[config.mk]
export PLATFORM = sky130hd
export DESIGN_NAME = mem_port_arbiter
export DESIGN_NICKNAME = d
export VERILOG_FILES = /design/src/rtl/mem_port_arbiter.sv
export SDC_FILE = /design/constraint.sdc
export NUM_CORES = 1
export LEC_CHECK = 0
export CORE_ASPECT_RATIO = 0.9
export CORE_MARGIN = 2
export CORE_UTILIZATION = 35
export DETAILED_ROUTE_END_ITERATION = 16
export GPL_TIMING_DRIVEN = 0
export PLACE_DENSITY = 0.71
export SYNTH_ARGS = -nofsm -noshare
export SYNTH_HDL_FRONTEND = slang
export SYNTH_SLANG_ARGS = --single-unit
[constraint.sdc]
create_clock -name i_clk -period 9.3 [get_ports i_clk]
set_input_delay 1.395 -clock i_clk [delete_from_list [all_inputs] [get_ports i_clk]]
set_output_delay 1.395 -clock i_clk [all_outputs]
set_load 0.01 [all_outputs]
[src/rtl/mem_port_arbiter.sv]
// mem_port_arbiter: shares one variable-latency memory port between instruction fetch
// and load/store, with one transaction outstanding and starvation-bounded data priority.
module mem_port_arbiter #(
    parameter int unsigned STARVE_LIMIT = 4
) (
    input  logic        i_clk,
    input  logic        i_rst,
    input  logic        i_if_req,
    input  logic [31:0] i_if_addr,
    output logic        o_if_gnt,
    output logic        o_if_valid,
    output logic [31:0] o_if_rdata,
    input  logic        i_d_req,
    input  logic [31:0] i_d_addr,
    input  logic        i_d_wen,
    input  logic [31:0] i_d_wdata,
    input  logic [3:0]  i_d_mask,
    output logic        o_d_gnt,
    output logic        o_d_valid,
    output logic [31:0] o_d_rdata,
    output logic        o_mem_req,
    output logic [31:0] o_mem_addr,
    output logic        o_mem_wen,
    output logic [31:0] o_mem_wdata,
    output logic [3:0]  o_mem_mask,
    input  logic        i_mem_gnt,
    input  logic        i_mem_valid,
    input  logic [31:0] i_mem_rdata
);
    localparam logic [3:0] LIMIT = 4'(STARVE_LIMIT);

    typedef enum logic [1:0] {IDLE, REQ, WAIT} state_t;

    state_t      state_q, state_d;
    logic [31:0] addr_q, addr_d, wdata_q, wdata_d, if_rdata_q, d_rdata_q;
    logic [3:0]  mask_q, mask_d, starve_q, starve_d;
    logic        wen_q, wen_d, owner_q, owner_d, if_valid_q, d_valid_q;
    logic        idle, if_win, d_win, done;

    // grants are combinational so the requester sees acceptance in its request cycle
    always_comb begin
        idle   = (state_q == IDLE) && !i_rst;
        if_win = idle && i_if_req && (!i_d_req || starve_q == LIMIT);
        d_win  = idle && i_d_req && !if_win;
        done   = i_mem_valid && ((state_q == REQ && i_mem_gnt) || state_q == WAIT);
    end

    always_comb begin
        state_d  = state_q;
        addr_d   = addr_q;
        wdata_d  = wdata_q;
        mask_d   = mask_q;
        wen_d    = wen_q;
        owner_d  = owner_q;
        starve_d = starve_q;
        case (state_q)
            IDLE: begin
                if (if_win || d_win) state_d = REQ;
                starve_d = (!i_if_req || if_win) ? 4'd0 : d_win ? starve_q + 4'd1 : starve_q;
            end
            REQ:     if (i_mem_gnt) state_d = i_mem_valid ? IDLE : WAIT;
            WAIT:    if (i_mem_valid) state_d = IDLE;
            default: state_d = IDLE;
        endcase
        if (if_win) begin
            addr_d  = i_if_addr;
            wdata_d = '0;
            mask_d  = 4'hF;
            wen_d   = 1'b0;
            owner_d = 1'b0;
        end
        if (d_win) begin
            addr_d  = i_d_addr;
            wdata_d = i_d_wdata;
            mask_d  = i_d_mask;
            wen_d   = i_d_wen;
            owner_d = 1'b1;
        end
    end

    always_ff @(posedge i_clk or posedge i_rst) begin
        if (i_rst) begin
            state_q    <= IDLE;
            addr_q     <= '0;
            wdata_q    <= '0;
            mask_q     <= '0;
            wen_q      <= 1'b0;
            owner_q    <= 1'b0;
            starve_q   <= '0;
            if_valid_q <= 1'b0;
            d_valid_q  <= 1'b0;
            if_rdata_q <= '0;
            d_rdata_q  <= '0;
        end else begin
            state_q    <= state_d;
            addr_q     <= addr_d;
            wdata_q    <= wdata_d;
            mask_q     <= mask_d;
            wen_q      <= wen_d;
            owner_q    <= owner_d;
            starve_q   <= starve_d;
            if_valid_q <= done && !owner_q;
            d_valid_q  <= done && owner_q;
            if (done && !owner_q) if_rdata_q <= i_mem_rdata;
            if (done && owner_q) d_rdata_q <= wen_q ? 32'h0 : i_mem_rdata;
        end
    end

    assign o_if_gnt    = if_win;
    assign o_d_gnt     = d_win;
    assign o_if_valid  = if_valid_q;
    assign o_d_valid   = d_valid_q;
    assign o_if_rdata  = if_rdata_q;
    assign o_d_rdata   = d_rdata_q;
    assign o_mem_req   = state_q == REQ;
    assign o_mem_addr  = {addr_q[31:2], 2'b00};
    assign o_mem_wen   = wen_q;
    assign o_mem_wdata = wdata_q;
    assign o_mem_mask  = mask_q;
endmodule

Word level (Yosys, flattened, before mapping)
Cells that the tools add are included.
- flip-flop bits (word level): 142
- output and inout bits: 138
- word-level logic and storage cells: 58
- add/subtract/negate cells: 1
- equality and inequality tests: 6
- muxes and demuxes: 17
- reductions and logical operators: 23
- operators with widths (operator ; number):
    two-way mux 32 bit ; 5
    two-way mux 4 bit ; 4
    logical AND 1 bit ; 9
    two-way mux 2 bit ; 4
    case mux 2 bit (3 select lines) ; 1
    zero test 1 bit ; 5
    adder 4 x 1 -> 4 bit (second input constant) ; 1
    equality test 4 x 3 -> 1 bit (second input constant) ; 1
    logical OR 1 bit ; 4
    inequality test 2 x 1 -> 1 bit (second input constant) ; 2
    nonzero test 2 bit ; 2
    two-way mux 1 bit ; 3
    AND reduction 3 bit ; 1
    equality test 2 x 1 -> 1 bit (second input constant) ; 1
    equality test 2 bit (second input constant) ; 1
    zero test 2 bit ; 1
    inequality test 2 bit (second input constant) ; 1
    AND reduction 2 bit ; 1

Longest topological paths before layout
Gate-level depths: netlist of the first run.
- depth after elaboration: 9
- mapped depth: 8

Worst setup path after synthesis of the first run
Ideal clock, no wire load.
- kind: input to output
- from: input i_rst
- to: output o_if_gnt
- arrival: 2258 ps
- path slack: 5647 ps
- stages: 3
- path buffers: 1
- cell sequence: or4b_1 -> a21oi_2 -> buf_2
- cells in the longest elaborated chain, start to end: 4
- ends and longest elaborated chain (element ; RTL line ; text):
    start, declared ; 7 ; input logic i_rst,
    zero test 1 bit (no line) ; n/a ;
    logical AND 1 bit ; 42 ; idle = (state_q == IDLE) && !i_rst;
    logical AND 1 bit (2 in series) ; 43 ; if_win = idle && i_if_req && (!i_d_req || starve_q == LIMIT);
    end, declared ; 10 ; output logic o_if_gnt,
Every way passes these cells.

Worst setup path after layout of the first run
- from: input i_rst
- to: output o_d_gnt
- cells in the longest elaborated chain, start to end: 6
- elaborated cells between the ends (all ways): 7
- ends and longest elaborated chain (element ; RTL line ; text):
    zero test 1 bit (no line) * ; n/a ;
    logical AND 1 bit * ; 42 ;
    logical AND 1 bit (2 in series) ; 43 ;
    zero test 1 bit ; 44 ; d_win = idle && i_d_req && !if_win;
    logical AND 1 bit * ; 44 ;
    end, declared ; 18 ; output logic o_d_gnt,
Mark *: on every way between the ends. The rest lies on a longest branch, timed or not.

==> results of run 1 <==
==> cell usage after synthesis, drive strengths merged (2+ instances only) <==
library cell,count,area (µm²)
a21boi,30,225
a21oi,5,36.3
a221o,30,300
a22o,33,289
buf,17,103
clkbuf,13,48.8
dfrtp,140,3500
ha,2,25.0
inv,7,26.3
mux2,64,721
nand2,6,22.5
nand2b,3,18.8
nand3,2,15.0
nand3b,2,15.0
nor2b,32,200
o21ai,3,15.0
o22a,4,35.0
or4b,2,20.0
==> critical path: cells and delay by family <==
| family | cells | cell delay, ps |
|---|---|---|
| simple gates | 2 | 720 |
| buf+inv | 5 | 1670 |
==> worst paths after layout <==
check	cells after the start	endpoint	from	slack (ps)
min in group asynchronous	2	addr_q[9]$_DFFE_PP0P_	i_rst	1530
min	1	o_if_rdata[14]$_DFFE_PP0P_	o_if_rdata[14]$_DFFE_PP0P_	490
max	7	o_d_gnt	i_rst	4120
min reg2reg	1	o_if_rdata[14]$_DFFE_PP0P_	o_if_rdata[14]$_DFFE_PP0P_	490
max reg2reg	4	o_mem_wdata[5]$_DFFE_PP0P_	state_q[1]$_DFFE_PP0P_	7170
max in group asynchronous	3	o_mem_wdata[22]$_DFFE_PP0P_	i_rst	6980
==> cells by family (layout without fill, tap and decap cells) <==
family          after synthesis  after routing  synth area share
simple gates                 53             53            0.0583
flops                       140            140             0.614
fa+ha+maj                     2              2           0.00438
xor+xnor                      1              1           0.00153
compound gates              109            109             0.164
buf+inv                      37            340            0.0311
mux                          64             64             0.126
other cells                   1              2          0.000657
==> power breakdown <==
| part | switching [mW] | internal [mW] | total [mW] |
|---|---|---|---|
| clock | 0.258 | 0.491 | 0.749 |
| sequential | 0.130 | 0.842 | 0.972 |
| combinational | 0.385 | 0.631 | 1.02 |
==> final cells by class <==
cell class	count	area, µm²	share of cell area
Buffer	30	151	0.0162
Clock buffer	22	464	0.0496
Clock inverter	10	186	0.0199
Inverter	7	31.3	0.00334
Sequential cell	140	3500	0.374
Tap cell	207	259	0.0277
Timing Repair Buffer	271	2730	0.292
Multi-Input combinational cell	231	2030	0.217
==> layer usage <==
layer,vias to the layer above,GRT usage,share of wire
met5,-,0,0
met1,2289,0.242,0.42
met4,0,0.0713,0.019
li1,2085,-,-
met3,24,0.0663,0.081
met2,222,0.328,0.48
==> sequential cells by signal, indices dropped and copies added, names as in the netlist <==
register	cells
o_d_rdata	32
o_mem_wdata	32
o_if_valid	1
o_mem_mask	4
state_q	2
starve_q	4
owner_q	1
o_if_rdata	32
o_d_valid	1
addr_q	30
o_mem_wen	1
==> impl_metrics.json, run 1 <==
{
  "critPathLaunchType": "input pin",
  "cp_max_fo": 10,
  "dpl.hpwl_um": 12200,
  "layout_common_cells": "clkdlybuf4s50_1, dfrtp_1, mux2_2",
  "drt_wl_total_um": 16700,
  "stdcell_area_mm2": 0.00936,
  "hold_viol_final": 0,
  "n_antenna_cell": 0,
  "dieArea_mm2": 0.0173,
  "grt_use_total": 0.198,
  "status": "finished, final reports clean",
  "rsz0062_at_grt": "false",
  "period_needed_ps": 5180,
  "clk_path_buf_depth": 2,
  "final_cells": 918,
  "gp_congestion": 0.790,
  "num_vias": 4620,
  "synthCells": 407,
  "clock_latency_ps": 420,
  "grt_antenna_before_repair": 0,
  "finalSetupTns_ps": 0,
  "hold_class": "flop to flop",
  "drtPass1Iterations": 4,
  "fillers": 1222,
  "max_freq_mhz": 193,
  "cts_tree": "yes",
  "period_share": 0.557,
  "grt_pass1_vias": 5030,
  "worstPathArrival_ps": 3790,
  "grt_overflow": 0,
  "async_reset_ff_frac": 1.00,
  "ioPinCount": 277,
  "worstSetupPathType": "input pin to output port",
  "drtIter0Drc": 137,
  "nets": 839,
  "hold_slack_ps": 486,
  "maxSlewViolCount": 0,
  "synth_area_mm2": 0.00571,
  "postCtsSetupBuffers": 0,
  "slowest_delay_ps": 570,
  "clock_sinks": 140,
  "synthToLayoutAreaGrowth_pct": 63.9,
  "clock_tree.root_cell": "clkbuf_16",
  "final_common_cell": "clkdlybuf4s50_1",
  "numPlacedInstances": 886,
  "fp.dieH_um": 125,
  "vdd_drop_max_mv": 0.167,
  "die_w_um": 139,
  "ys.flop_type": "dfrtp_1",
  "pre_cts_slack_ps": 4110,
  "synth_edf_count": 0,
  "cap_viol_max_count": 0,
  "cp_cell_sequence": "clkdlybuf4s50_1, nor3_2, nand3_2, inv_2, buf_4, buf_4, clkdlybuf4s50_1",
  "clk_pin_slew_ps": 60,
  "ant_nets": 0,
  "wire_per_inst_um": 18.2,
  "end_kind": "output port",
  "power.leakage_nw": 3.97,
  "syn_area_per_cell_um2": 14.0,
  "netlist-cell-type-count": 35,
  "slew_headroom": 0.631,
  "cts_max_level": 4,
  "ys_seq_area_frac": 0.614,
  "power_mw": 2.74,
  "grt_pass1_wl_um": 26900,
  "io_buffers": 270,
  "cp.required_ps": 7910,
  "finalSetupViolCount": 0,
  "drive_gt1_frac": 0.136,
  "synth_seq_cells": 140,
  "power.density_mw_per_mm2": 292,
  "cts_buffers": 17,
  "final_core_util": 0.584,
  "layout_setup_ws_ps": 4120,
  "drc": 0,
  "ys_warn_count": 0,
  "core-area_mm2": 0.0160,
  "worst_path_max_delay_cell": "clkdlybuf4s50_1",
  "finClkSkew_ps": 9.75,
  "postCtsResizedCells": 0,
  "hold_buffers": 0,
  "avgViaCountPerCell": 5.03,
  "start_util": 0.356,
  "fp-row-count": 44,
  "grt_max_degree": 93,
  "place_area_mm2": 0.00871,
  "worst_pin_slew_ps": 551
}
(Power assumes the default switching activity.)
==> run 2, diff against run 1 <==
- clock period: 9.3 -> 4.9 ns (I/O delays scaled with it)
==> results of run 2 <==
Same layout as run 1 (identical final DEF). Status: finished, final reports clean.
Main changes from that run: setup slack after placement 4110 ps -> 1030 ps; setup slack after layout 4120 ps -> 1040 ps; register-to-register setup slack 7170 ps -> 2770 ps; total power 2.74 mW -> 5.19 mW; worst IR drop on VDD 0.167 mV -> 0.316 mV
==> run 3, diff against run 2 <==
- clock period: 4.9 -> 3.6 ns (I/O delays scaled with it)
==> impl_metrics.json, run 3 (same netlist as run 1, synthesis figures left out) <==
{
  "cts_tree": "yes",
  "grt_pass1_wl_um": 26700,
  "fillers": 1285,
  "period_share": 0.942,
  "holdPathStages": 1,
  "power_mw": 6.83,
  "power.leakage_nw": 3.94,
  "grt_pass1_vias": 4859,
  "fp-row-count": 44,
  "finalSetupViolCount": 0,
  "end_kind": "output port",
  "highest-signal-layer": "met4",
  "worstReg2RegStart": "state_q[1]$_DFFE_PP0P_",
  "clock_sinks": 140,
  "core-area_mm2": 0.0160,
  "clock_latency_ps": 410,
  "finClkSkew_ps": 7.73,
  "m1WireLength_um": 7030,
  "rsz0062_at_grt": "false",
  "hold_viol_final": 0,
  "num_vias": 4625,
  "critPathLaunchType": "input pin",
  "slew_headroom": 0.415,
  "worstPathArrival_ps": 2850,
  "wl_met2_um": 8330,
  "multi_input_area_mm2": 0.00203,
  "start_util": 0.356,
  "postCtsSetupBuffers": 0,
  "period_needed_ps": 3390,
  "grt_max_degree": 42,
  "nets": 841,
  "drive_gt1_frac": 0.135,
  "postCtsResizedCells": 0,
  "io_buffers": 270,
  "dieArea_mm2": 0.0173,
  "clk_path_buf_depth": 2,
  "dpl.hpwl_um": 12800,
  "cap_viol_max_count": 0,
  "seq_area_mm2": 0.00350,
  "r2r_slack_ps": 1510,
  "max_freq_mhz": 295,
  "grt_overflow": 0,
  "hold_buffers": 0,
  "worst_pin_slew_ps": 875,
  "rr_endpoint": "o_mem_wdata[4]$_DFFE_PP0P_",
  "power.density_mw_per_mm2": 734,
  "final_core_util": 0.581,
  "grt_antenna_before_repair": 0,
  "status": "finished, final reports clean",
  "wl_met3_um": 1330,
  "vdd_drop_max_mv": 0.389,
  "avgViaCountPerCell": 5.03,
  "worstSetupPathType": "input pin to output port",
  "cts_buffers": 17,
  "die_w_um": 139,
  "maxSlewViolCount": 0,
  "ant_nets": 0,
  "fp.dieH_um": 125,
  "ioPinCount": 277,
  "r2r_cells": 4,
  "gp_congestion": 0.837,
  "cts_max_level": 4,
  "drt_wl_total_um": 16900,
  "grt_use_total": 0.196,
  "wire_per_inst_um": 18.4,
  "synthToLayoutAreaGrowth_pct": 63.1,
  "drtPass1Iterations": 4,
  "final_common_cell": "clkdlybuf4s50_1",
  "drtIter0Drc": 162,
  "clk_pin_slew_ps": 50,
  "worst_hold_startpoint": "o_d_rdata[16]$_DFFE_PP0P_",
  "holdPathEnd": "o_d_rdata[16]$_DFFE_PP0P_",
  "clock_tree.root_cell": "clkbuf_16",
  "hold_class": "flop to flop",
  "cp_max_fo": 10,
  "layout_common_cells": "clkdlybuf4s50_1, dfrtp_1, mux2_2",
  "cp.required_ps": 3060,
  "finalSetupTns_ps": 0,
  "drc": 0
}
-- run 3: final cells by class --
cell class / instances / area share
diodes: 1 / 0.000269
multi-input cells: 231 / 0.218
well taps: 207 / 0.0278
plain buffers: 30 / 0.0163
clock inverters: 6 / 0.00941
flip-flops and latches: 140 / 0.376
repair buffers: 273 / 0.297
clock buffers: 24 / 0.0517
inverters: 7 / 0.00323
-- run 3: worst max-delay path: stages --
cell and delay (ps):
clkdlybuf4s50_1 530, nor3_2 460, nand3_2 230, inv_2 140
buf_4 190, buf_4 200, clkdlybuf4s50_1 550
-- run 3: routing by layer --
layer,up-vias,global-route usage
met1,2291,0.240
met3,17,0.0689
li1,2098,-
met4,0,0.0553
met2,219,0.329
met5,-,0
-- run 3: power by group --
group | internal (mW) | total, mW | switching (mW) | leakage [nW]
Sequential | 2.18 | 2.52 | 0.342 | 1.74
Clock | 1.07 | 1.69 | 0.627 | 0.268
Combinational | 1.63 | 2.62 | 0.991 | 1.92
Total | 4.87 | 6.83 | 1.96 | 3.94
-- run 3: worst max-delay path by stage --
stage,end,start
global placement,o_mem_wdata[23]$_DFFE_PP0P_,i_rst
finish,o_d_gnt,i_rst
global route,o_d_gnt,i_rst
CTS,o_d_gnt,i_rst
floorplan,addr_q[10]$_DFFE_PP0P_,i_rst
detailed placement,o_d_gnt,i_rst
-- run 3: metrics by stage --
step | worst slack [ps] | cells | hold WS (ps) | cell area, µm²
5_1_grt | 66.2 | 918 | 491 | 9310
3_5_place_dp | 201 | 888 | 476 | 8740
3_3_place_gp | 43.9 | 885 | 468 | 8680
2_1_floorplan | 1310 | 408 | 463 | 5720
6_report | 209 | 919 | 480 | 9310
4_1_cts | 206 | 918 | 488 | 9310
